$ cat src/rtl/fetch_pkg.sv
// Shared types and helpers for the 8-bit core's fetch stage.
package fetch_pkg;

    localparam int PC_W    = 10;
    localparam int INSTR_W = 9;

    typedef enum logic [1:0] {
        IDLE   = 2'd0,
        RUN    = 2'd1,
        HALTED = 2'd2
    } state_t;

    // Branch offsets arrive as an 8-bit two's-complement ALU result.
    function automatic logic signed [PC_W-1:0] sext_off(input logic signed [7:0] off);
        logic signed [PC_W-1:0] ext;
        ext = off;
        return ext;
    endfunction

endpackage

$ cat src/rtl/fetch_unit_if.sv
// Instruction-ROM bus between the fetch stage and a synchronous ROM.
interface fetch_unit_if
    import fetch_pkg::*;
#(
    parameter int PC_W    = fetch_pkg::PC_W,
    parameter int INSTR_W = fetch_pkg::INSTR_W
);
    logic [PC_W-1:0]    imem_addr;
    logic               imem_en;
    logic [INSTR_W-1:0] imem_data;

    modport master (output imem_addr, output imem_en, input  imem_data);
    modport slave  (input  imem_addr, input  imem_en, output imem_data);
endinterface

$ cat src/rtl/fetch_next_pc.sv
// Next fetch address: sequential increment or exec_pc-relative branch target.
module fetch_next_pc
    import fetch_pkg::*;
#(
    parameter int PC_W = fetch_pkg::PC_W
) (
    input  logic [PC_W-1:0]  fetch_pc,
    input  logic [PC_W-1:0]  exec_pc,
    input  logic signed [7:0] branch_off,
    input  logic             take_branch,
    output logic [PC_W-1:0]  next_pc
);
    logic signed [PC_W-1:0] off_ext;

    assign off_ext = PC_W'(sext_off(branch_off));
    // Both paths wrap modulo 2^PC_W; no overflow is reported.
    assign next_pc = take_branch ? (exec_pc + off_ext) : (fetch_pc + PC_W'(1));
endmodule

$ cat src/rtl/fetch_unit.sv
// Program-counter / fetch stage: drives the instruction ROM, tracks the PC of
// the live instruction, handles stall, branch redirect and halt.
module fetch_unit
    import fetch_pkg::*;
#(
    parameter int              PC_W       = fetch_pkg::PC_W,
    parameter int              INSTR_W    = fetch_pkg::INSTR_W,
    parameter logic [PC_W-1:0] START_ADDR = '0,
    parameter int              CNT_W      = 16
) (
    input  logic               clk,
    input  logic               rst_n,
    input  logic               start,
    input  logic               stall,
    input  logic               branch_pc,
    input  logic signed [7:0]  branch_off,
    input  logic               halt_req,
    fetch_unit_if.master       imem,
    output logic [INSTR_W-1:0] instr,
    output logic               instr_valid,
    output logic [PC_W-1:0]    pc,
    output logic               done,
    output logic [CNT_W-1:0]   retired
);
    state_t            state, state_nxt;
    logic [PC_W-1:0]   fetch_pc, fetch_pc_nxt;
    logic [PC_W-1:0]   exec_pc, exec_pc_nxt;
    logic [PC_W-1:0]   next_pc;
    logic              valid_nxt, done_nxt, take_branch;
    logic [CNT_W-1:0]  retired_nxt;

    function automatic logic [CNT_W-1:0] sat_inc(input logic [CNT_W-1:0] v);
        return (&v) ? v : v + CNT_W'(1);
    endfunction

    // Halt outranks branch, so the redirect select must exclude it.
    assign take_branch = instr_valid & branch_pc & ~halt_req;

    fetch_next_pc #(.PC_W(PC_W)) u_next_pc (
        .fetch_pc    (fetch_pc),
        .exec_pc     (exec_pc),
        .branch_off  (branch_off),
        .take_branch (take_branch),
        .next_pc     (next_pc)
    );

    assign imem.imem_addr = fetch_pc;
    assign imem.imem_en   = (state == RUN) && !stall;
    assign instr          = imem.imem_data;
    assign pc             = exec_pc;

    always_comb begin
        state_nxt    = state;
        fetch_pc_nxt = fetch_pc;
        exec_pc_nxt  = exec_pc;
        valid_nxt    = instr_valid;
        done_nxt     = done;
        retired_nxt  = retired;
        case (state)
            IDLE, HALTED: begin
                if (start) begin
                    state_nxt    = RUN;
                    fetch_pc_nxt = START_ADDR;
                    valid_nxt    = 1'b0;
                    done_nxt     = 1'b0;
                    retired_nxt  = '0;
                end
            end
            RUN: begin
                if (!stall) begin
                    if (instr_valid && halt_req) begin
                        state_nxt   = HALTED;
                        done_nxt    = 1'b1;
                        valid_nxt   = 1'b0;
                        retired_nxt = sat_inc(retired);
                    end else if (instr_valid && branch_pc) begin
                        // The fetch already in flight is wrong-path: drop it as a bubble.
                        fetch_pc_nxt = next_pc;
                        valid_nxt    = 1'b0;
                        retired_nxt  = sat_inc(retired);
                    end else begin
                        exec_pc_nxt  = fetch_pc;
                        fetch_pc_nxt = next_pc;
                        valid_nxt    = 1'b1;
                        if (instr_valid) retired_nxt = sat_inc(retired);
                    end
                end
            end
            default: state_nxt = IDLE;
        endcase
    end

    always_ff @(posedge clk or negedge rst_n) begin
        if (!rst_n) begin
            state       <= IDLE;
            fetch_pc    <= '0;
            exec_pc     <= '0;
            instr_valid <= 1'b0;
            done        <= 1'b0;
            retired     <= '0;
        end else begin
            state       <= state_nxt;
            fetch_pc    <= fetch_pc_nxt;
            exec_pc     <= exec_pc_nxt;
            instr_valid <= valid_nxt;
            done        <= done_nxt;
            retired     <= retired_nxt;
        end
    end
endmodule
$ cat src/flat_wrapper.sv
// flat-port wrapper written by rule: the top's interface ports become plain ports
module fetch_unit_flat import fetch_pkg::*;
#(
    parameter int              PC_W       = fetch_pkg::PC_W,
    parameter int              INSTR_W    = fetch_pkg::INSTR_W,
    parameter logic [PC_W-1:0] START_ADDR = '0,
    parameter int              CNT_W      = 16
)
  (clk, rst_n, start, stall, branch_pc, branch_off, halt_req, instr, instr_valid, pc, done, retired, imem_imem_addr, imem_imem_en, imem_imem_data);
  fetch_unit_if #(.PC_W(PC_W), .INSTR_W(INSTR_W)) imem_i ();
  input  logic clk;
  input  logic rst_n;
  input  logic start;
  input  logic stall;
  input  logic branch_pc;
  input  logic signed [7:0] branch_off;
  input  logic halt_req;
  output logic [INSTR_W-1:0] instr;
  output logic instr_valid;
  output logic [PC_W-1:0] pc;
  output logic done;
  output logic [CNT_W-1:0] retired;
  output wire logic [$bits(imem_i.imem_addr)-1:0] imem_imem_addr;
  output wire logic [$bits(imem_i.imem_en)-1:0] imem_imem_en;
  input wire logic [$bits(imem_i.imem_data)-1:0] imem_imem_data;
  assign imem_imem_addr = imem_i.imem_addr;
  assign imem_imem_en = imem_i.imem_en;
  assign imem_i.imem_data = imem_imem_data;
  fetch_unit #(.PC_W(PC_W), .INSTR_W(INSTR_W), .START_ADDR(START_ADDR), .CNT_W(CNT_W)) u_core (.clk(clk), .rst_n(rst_n), .start(start), .stall(stall), .branch_pc(branch_pc), .branch_off(branch_off), .halt_req(halt_req), .imem(imem_i), .instr(instr), .instr_valid(instr_valid), .pc(pc), .done(done), .retired(retired));
endmodule
$ cat config.mk
export PLATFORM = sky130hd
export DESIGN_NAME = fetch_unit_flat
export DESIGN_NICKNAME = d
export VERILOG_FILES = /design/src/rtl/fetch_pkg.sv /design/src/rtl/fetch_unit_if.sv /design/src/rtl/fetch_next_pc.sv /design/src/rtl/fetch_unit.sv /design/src/flat_wrapper.sv
export SDC_FILE = /design/constraint.sdc
export NUM_CORES = 1
export LEC_CHECK = 0
export CAP_MARGIN = 20
export CORE_MARGIN = 8
export CORE_UTILIZATION = 35
export CTS_CLUSTER_SIZE = 10
export DETAILED_ROUTE_END_ITERATION = 6
export SLEW_MARGIN = 15
export SYNTH_ARGS = -nofsm -noshare
export SYNTH_HDL_FRONTEND = slang
export SYNTH_SLANG_ARGS = --single-unit
$ cat constraint.sdc
create_clock -name clk -period 4.13 [get_ports clk]
set_input_delay 0.826 -clock clk [delete_from_list [all_inputs] [get_ports clk]]
set_output_delay 0.826 -clock clk [all_outputs]
set_load 0.01 [all_outputs]
==> impl_metrics.json, run 1 <==
{
  "status": "completed",
  "cts-htree-levels": 2,
  "synthesized_area_per_cell_sq_um": 9.18,
  "seq_area_frac_synth_pct": 39.9,
  "worst_setup_path_end_kind": "primary output",
  "seq_area_sq_um": 1000,
  "detail-route-antenna-nets": 0,
  "synth_seq_cells": 40,
  "setup_viol": 0,
  "cp_max_fo": 12,
  "cts.path.max_buffers": 2,
  "post-synth-top-area-cell": "dfrtp_1",
  "synth_top_area_share_pct": 39.9,
  "routed_via_density": 5.31,
  "grt_max_degree": 41,
  "synth_area_leaders": "dfrtp_1 40%, ha_1 5.5%, nand2_1 4.6%",
  "floorplan.io_pins": 71,
  "post-route-min-period_ns": 3.08,
  "post-route-cell-area_sq_um": 3140,
  "die_x_um": 101,
  "powerDensity_nw_per_um2": 499,
  "drc": 0,
  "fmax_mhz": 325,
  "cts_inserted_buffers": 5,
  "max_cap_violations": 0,
  "fin_setup_tns_ns": 0,
  "number_of_synthesized_flops_with_an_enable_pin": 0,
  "holdBufCountCts": 0,
  "worst_setup_path_start_kind": "input pin",
  "hold_class": "reg -> reg",
  "synth.net_count": 308,
  "synthesis.instances": 273,
  "firstDrtPassIters": 4,
  "clock_insertion_delay_worst_skew_ns": 0.29,
  "crit_path_top_delay_cell": "clkdlybuf4s50_1",
  "worst_path_most_repeated_cell": "clkdlybuf4s50_1",
  "grtUsageTotal_pct": 12.9,
  "grt_pass1_wl_um": 10700,
  "tightestPinTransition_ns": 0.929,
  "finalHoldViolations": 0,
  "critical_path.cell_chain": "clkdlybuf4s50_1 > nand2b_2 > inv_2 > clkdlybuf4s50_1",
  "grt_overflow": 0,
  "power.leakage_nw": 1.38,
  "skew_ns": 0.00612,
  "drive_gt1_share_pct": 9.12,
  "distinct_cell_type_count_after_synthesis": 48,
  "ys_dominant_reg_cell": "dfrtp_1",
  "largest_voltage_drop_on_the_vdd_net_v": 0.000138,
  "antenna_violations_before_repair": 0,
  "layout.nets": 352,
  "area_delta_synth_final_pct": 25.3,
  "chipHeight_um": 101,
  "netlist_area_sq_um": 2510,
  "cts_repair_resize_count": 0,
  "final.period_utilization_pct": 74.5,
  "placed_cell_area_sq_um": 3050,
  "relative_slew_slack_pct": 38.1,
  "clock_root_buffer": "clkbuf_8",
  "tritoncts": "yes",
  "critical_path_class": "in -> out",
  "final_wirelength_um": 6540,
  "cts_sinks": 40,
  "critical_path_required_ns": 3.30,
  "report.final.slew_viol_count": 0,
  "postSynth.asyncResetShare_pct": 100,
  "core_area_sq_um": 7100,
  "row_cnt": 31,
  "dr.first_iter.drc_count": 101,
  "clock_pin_slew_on_the_worst_setup_and_hold_paths_ns": 0.08,
  "final_antenna_diode_count": 0,
  "critical_path_arrival_ns": 2.25,
  "slowest_delay_ns": 0.61,
  "grt_pass1_vias": 2264,
  "routed-via-count": 2214,
  "reg2reg_setup_slack_ns": 2.08,
  "dpl.hpwl_um": 4770,
  "port_buffers": 52,
  "fillCellCount": 707,
  "ys.warnings.count": 0,
  "power.total_mw": 1.57,
  "place_congestion": 0.809,
  "post-route-util_pct": 44.3,
  "multiInputGateArea_sq_um": 1370,
  "average_detailed_routed_wire_length_per_instance_um": 15.7,
  "design.die.area_sq_um": 10100,
  "cts_post_setup_buffers_inserted": 0,
  "grt_setup_unrepaired": "no",
  "floorplan.initialDensity_pct": 35.3
}
[cell usage in the layout (no fill, tap or decap), drive strengths merged, types with 3 or more instances in the layout]
| master | instances |
|---|---|
| a211o | 3 |
| a211oi | 4 |
| a21o | 6 |
| a21oi | 15 |
| a31oi | 5 |
| a41o | 3 |
| and3 | 6 |
| and4 | 3 |
| clkbuf | 6 |
| clkdlybuf4s50 | 51 |
| dfrtp | 40 |
| ha | 11 |
| inv | 8 |
| mux2 | 8 |
| nand2 | 32 |
| nand3 | 8 |
| nand4 | 6 |
| nor2 | 25 |
| nor2b | 3 |
| nor3 | 8 |
| nor4 | 7 |
| o21ai | 18 |
| o31ai | 4 |
| xnor2 | 12 |
[sequential cells by signal (all words and copies together), names as in the netlist]
signal                 flops
u_core.pc                 10
u_core.instr_valid         1
u_core.state               2
u_core.imem.imem_addr     10
u_core.retired            16
u_core.done                1
[per-stage QoR]
step                      worst slack, ns  hold slack, ns  std cells
after global placement               1.08           0.495        409
final                                1.05           0.515        417
after floorplan                      1.86           0.495        273
after global routing                 1.01           0.542        417
after CTS                            1.06           0.522        417
after detailed placement             1.06           0.498        409
[routing by layer]
metal	vias to the layer above	track usage (%)	wire [um]
met1	1063	15.5	3000
met2	68	21.3	3030
met5	-	0	0
met4	0	3.49	42
met3	5	4.14	465
li1	1078	-	-
[cell families after synthesis]
logic type | share of synthesized area [%]
simple gates | 21.9
compound gates | 18.1
flops | 39.9
buf+inv | 5.34
xor+xnor | 4.89
fa+ha+maj | 6.29
mux | 3.59
[worst max-delay path, delay by kind of cell]
family	cells	cell delay, ns
buffers and inverters	3	1.21
AND/OR/NAND/NOR	1	0.21
[worst paths after layout]
check,startpoint,end,depth (start not counted)
worst max-delay path,stall,imem_imem_en,4
worst min-delay path,u_core.done,u_core.done,2
worst max register to register,u_core.pc[0],u_core.imem.imem_addr[8],8
worst min register to register,u_core.done,u_core.done,2
max in group asynchronous,rst_n,u_core.retired[14],1
min in group asynchronous,rst_n,u_core.pc[0],1
[cell type report]
class,instances,share of cell area [%]
Clock buffer,6,2.63
Timing Repair Buffer,53,16.6
Multi-Input combinational cell,209,43.7
Sequential cell,40,31.8
Inverter,8,0.955
Tap cell,99,3.94
Clock inverter,2,0.318
[synthesized netlist by cell type (3+ instances only)]
cell      number
a211o_1        3
a211oi_1       4
a21o_1         6
a21oi_1       15
a31oi_1        5
a41o_1         3
and3_1         6
and4_1         3
buf_4         11
clkbuf_1       3
dfrtp_1       40
ha_1          11
inv_1          7
mux2_2         8
nand2_1       31
nand3_1        8
nand4_1        5
nor2_1        25
nor2b_1        3
nor3_1         7
nor4_1         7
o21ai_0       16
o31ai_1        4
xnor2_1       12
[where the power goes]
part / internal (mW) / leakage [nW] / switching, mW
combinational: 0.332 / 0.782 / 0.374
sequential: 0.478 / 0.545 / 0.106
clock: 0.134 / 0.0510 / 0.144
Note: power is estimated with default switching activity, not from simulation.
==> run 2, diff against run 1 <==
==> constraint.sdc (replaced) <==
create_clock -name clk -period 2.86 [get_ports clk]
set_input_delay 0.572 -clock clk [delete_from_list [all_inputs] [get_ports clk]]
set_output_delay 0.572 -clock clk [all_outputs]
set_load 0.01 [all_outputs]
==> impl_metrics.json, run 2 (synthesis results as in run 1) <==
{
  "worst_setup_path_end_kind": "primary output",
  "slowest_delay_ns": 0.60,
  "drive_gt1_share_pct": 9.09,
  "fillCellCount": 710,
  "layout.nets": 353,
  "firstDrtPassIters": 4,
  "post-route-util_pct": 44.6,
  "design.die.area_sq_um": 10100,
  "grt_overflow": 0,
  "grt_pass1_wl_um": 10800,
  "multiInputGateArea_sq_um": 1370,
  "worstReg2RegStart": "u_core.pc[0]",
  "clock_root_buffer": "clkbuf_8",
  "r2r.worst_path.cells": 8,
  "final.period_utilization_pct": 89.7,
  "drc": 0,
  "crit_end": "imem_imem_en",
  "grtUsageTotal_pct": 13.3,
  "area_delta_synth_final_pct": 26.2,
  "routed-via-count": 2215,
  "report.final.slew_viol_count": 0,
  "power.leakage_nw": 1.39,
  "worst_path_most_repeated_cell": "clkdlybuf4s50_1",
  "tightestPinTransition_ns": 0.918,
  "critical_path_arrival_ns": 1.99,
  "cts_repair_resize_count": 0,
  "seq_area_sq_um": 1000,
  "floorplan.io_pins": 71,
  "cts_post_setup_buffers_inserted": 0,
  "cts_inserted_buffers": 5,
  "largest-register": "u_core.retired",
  "holdBufCountCts": 0,
  "cts-htree-levels": 2,
  "fmax_mhz": 390,
  "mostFrequentLayoutCells": "51 x clkdlybuf4s50_1, 40 x dfrtp_1, 31 x nand2_1",
  "skew_ns": 0.0127,
  "post-place-ws_ns": 0.178,
  "fin_ws_ns": 0.294,
  "final_wirelength_um": 6630,
  "final_common_cell": "clkdlybuf4s50_1",
  "core_area_sq_um": 7100,
  "clock_insertion_delay_worst_skew_ns": 0.30,
  "row_cnt": 31,
  "dpl.hpwl_um": 4890,
  "critical_path.cell_chain": "clkdlybuf4s50_1 > nand2b_2 > inv_2 > clkdlybuf4s50_1",
  "floorplan.initialDensity_pct": 35.3,
  "detail-route-antenna-nets": 0,
  "whs_ns": 0.403,
  "place_congestion": 0.840,
  "routed_via_density": 5.30,
  "dpl.cell_count": 410,
  "post-route-min-period_ns": 2.57,
  "grt_max_degree": 41,
  "critical_path_class": "in -> out",
  "reg2reg_to": "u_core.imem.imem_addr[8]",
  "status": "completed",
  "cts_sinks": 40,
  "critical_path_required_ns": 2.29,
  "die_x_um": 101,
  "cp_max_fo": 12,
  "worst_setup_path_start_kind": "input pin",
  "powerDensity_nw_per_um2": 741,
  "cpLargestDelayFamily": "buffers and inverters",
  "fin_setup_tns_ns": 0,
  "hold_class": "in -> async",
  "chipHeight_um": 101,
  "setup_viol": 0,
  "timing.critical_path.depth": 4,
  "port_buffers": 52,
  "largest_voltage_drop_on_the_vdd_net_v": 0.000209,
  "grt_setup_unrepaired": "no",
  "final_cells": 418,
  "largest_register_ffs": 16,
  "cts.path.max_buffers": 2,
  "antenna_violations_before_repair": 0,
  "reg2reg_setup_slack_ns": 0.77,
  "max_cap_violations": 0,
  "clock_pin_slew_on_the_worst_setup_and_hold_paths_ns": 0.09,
  "dr.first_iter.drc_count": 108,
  "finalHoldViolations": 0,
  "final_antenna_diode_count": 0,
  "relative_slew_slack_pct": 38.8,
  "crit_path_top_delay_cell": "clkdlybuf4s50_1",
  "tritoncts": "yes",
  "critPathBufInv": 3,
  "startpoint": "stall",
  "grt_pass1_vias": 2142,
  "average_detailed_routed_wire_length_per_instance_um": 15.9
}
## run 2: power by group
part / switching, mW / internal (mW)
combinational: 0.543 / 0.486
sequential: 0.154 / 0.691
clock: 0.211 / 0.259
## run 2: final cells by class
class                   instances  share of cell area, %
clock buffers                   6                   2.29
flip-flops and latches         40                   31.6
multi-input cells             209                   43.4
clock inverters                 2                   1.11
inverters                       8                  0.949
well taps                      99                   3.91
repair buffers                 54                   16.8
## run 2: through the flow
| stage | total power, mW | cell area, sq um |
|---|---|---|
| floorplan | 1.45 | 2510 |
| global placement | 1.87 | 3060 |
| detailed placement | 1.88 | 3060 |
| CTS | 2.36 | 3170 |
| global route | 2.52 | 3170 |
| finish | 2.34 | 3170 |
## run 2: how the worst min path moves through the flow
stage	start	to	slack, ns	depth (start not counted)
floorplan	rst_n	u_core.done	0.28	0
global placement	u_core.done	u_core.done	0.49	2
detailed placement	u_core.done	u_core.done	0.49	2
CTS	rst_n	u_core.pc[3]	0.45	1
global route	rst_n	u_core.imem.imem_addr[4]	0.49	1
finish	rst_n	u_core.imem.imem_addr[4]	0.40	1
## run 2: routing by layer
layer	vias up	GRT usage, %	share of wire [%]
li1	1079	-	-
met1	1053	16.4	45
met2	74	21.1	45
met3	9	4.90	8.2
met4	0	3.95	1.3
met5	-	0	0
==> run 3, diff against run 2 <==
--- a/config.mk
+++ b/config.mk
@@ -5,6 +5,7 @@
 export SDC_FILE = /design/constraint.sdc
 export NUM_CORES = 1
 export LEC_CHECK = 0
+export ABC_AREA = 0
 export CAP_MARGIN = 20
 export CORE_MARGIN = 8
 export CORE_UTILIZATION = 35
==> results of run 3 <==
The final DEF is identical to that of run 2; final timing and power are the same.
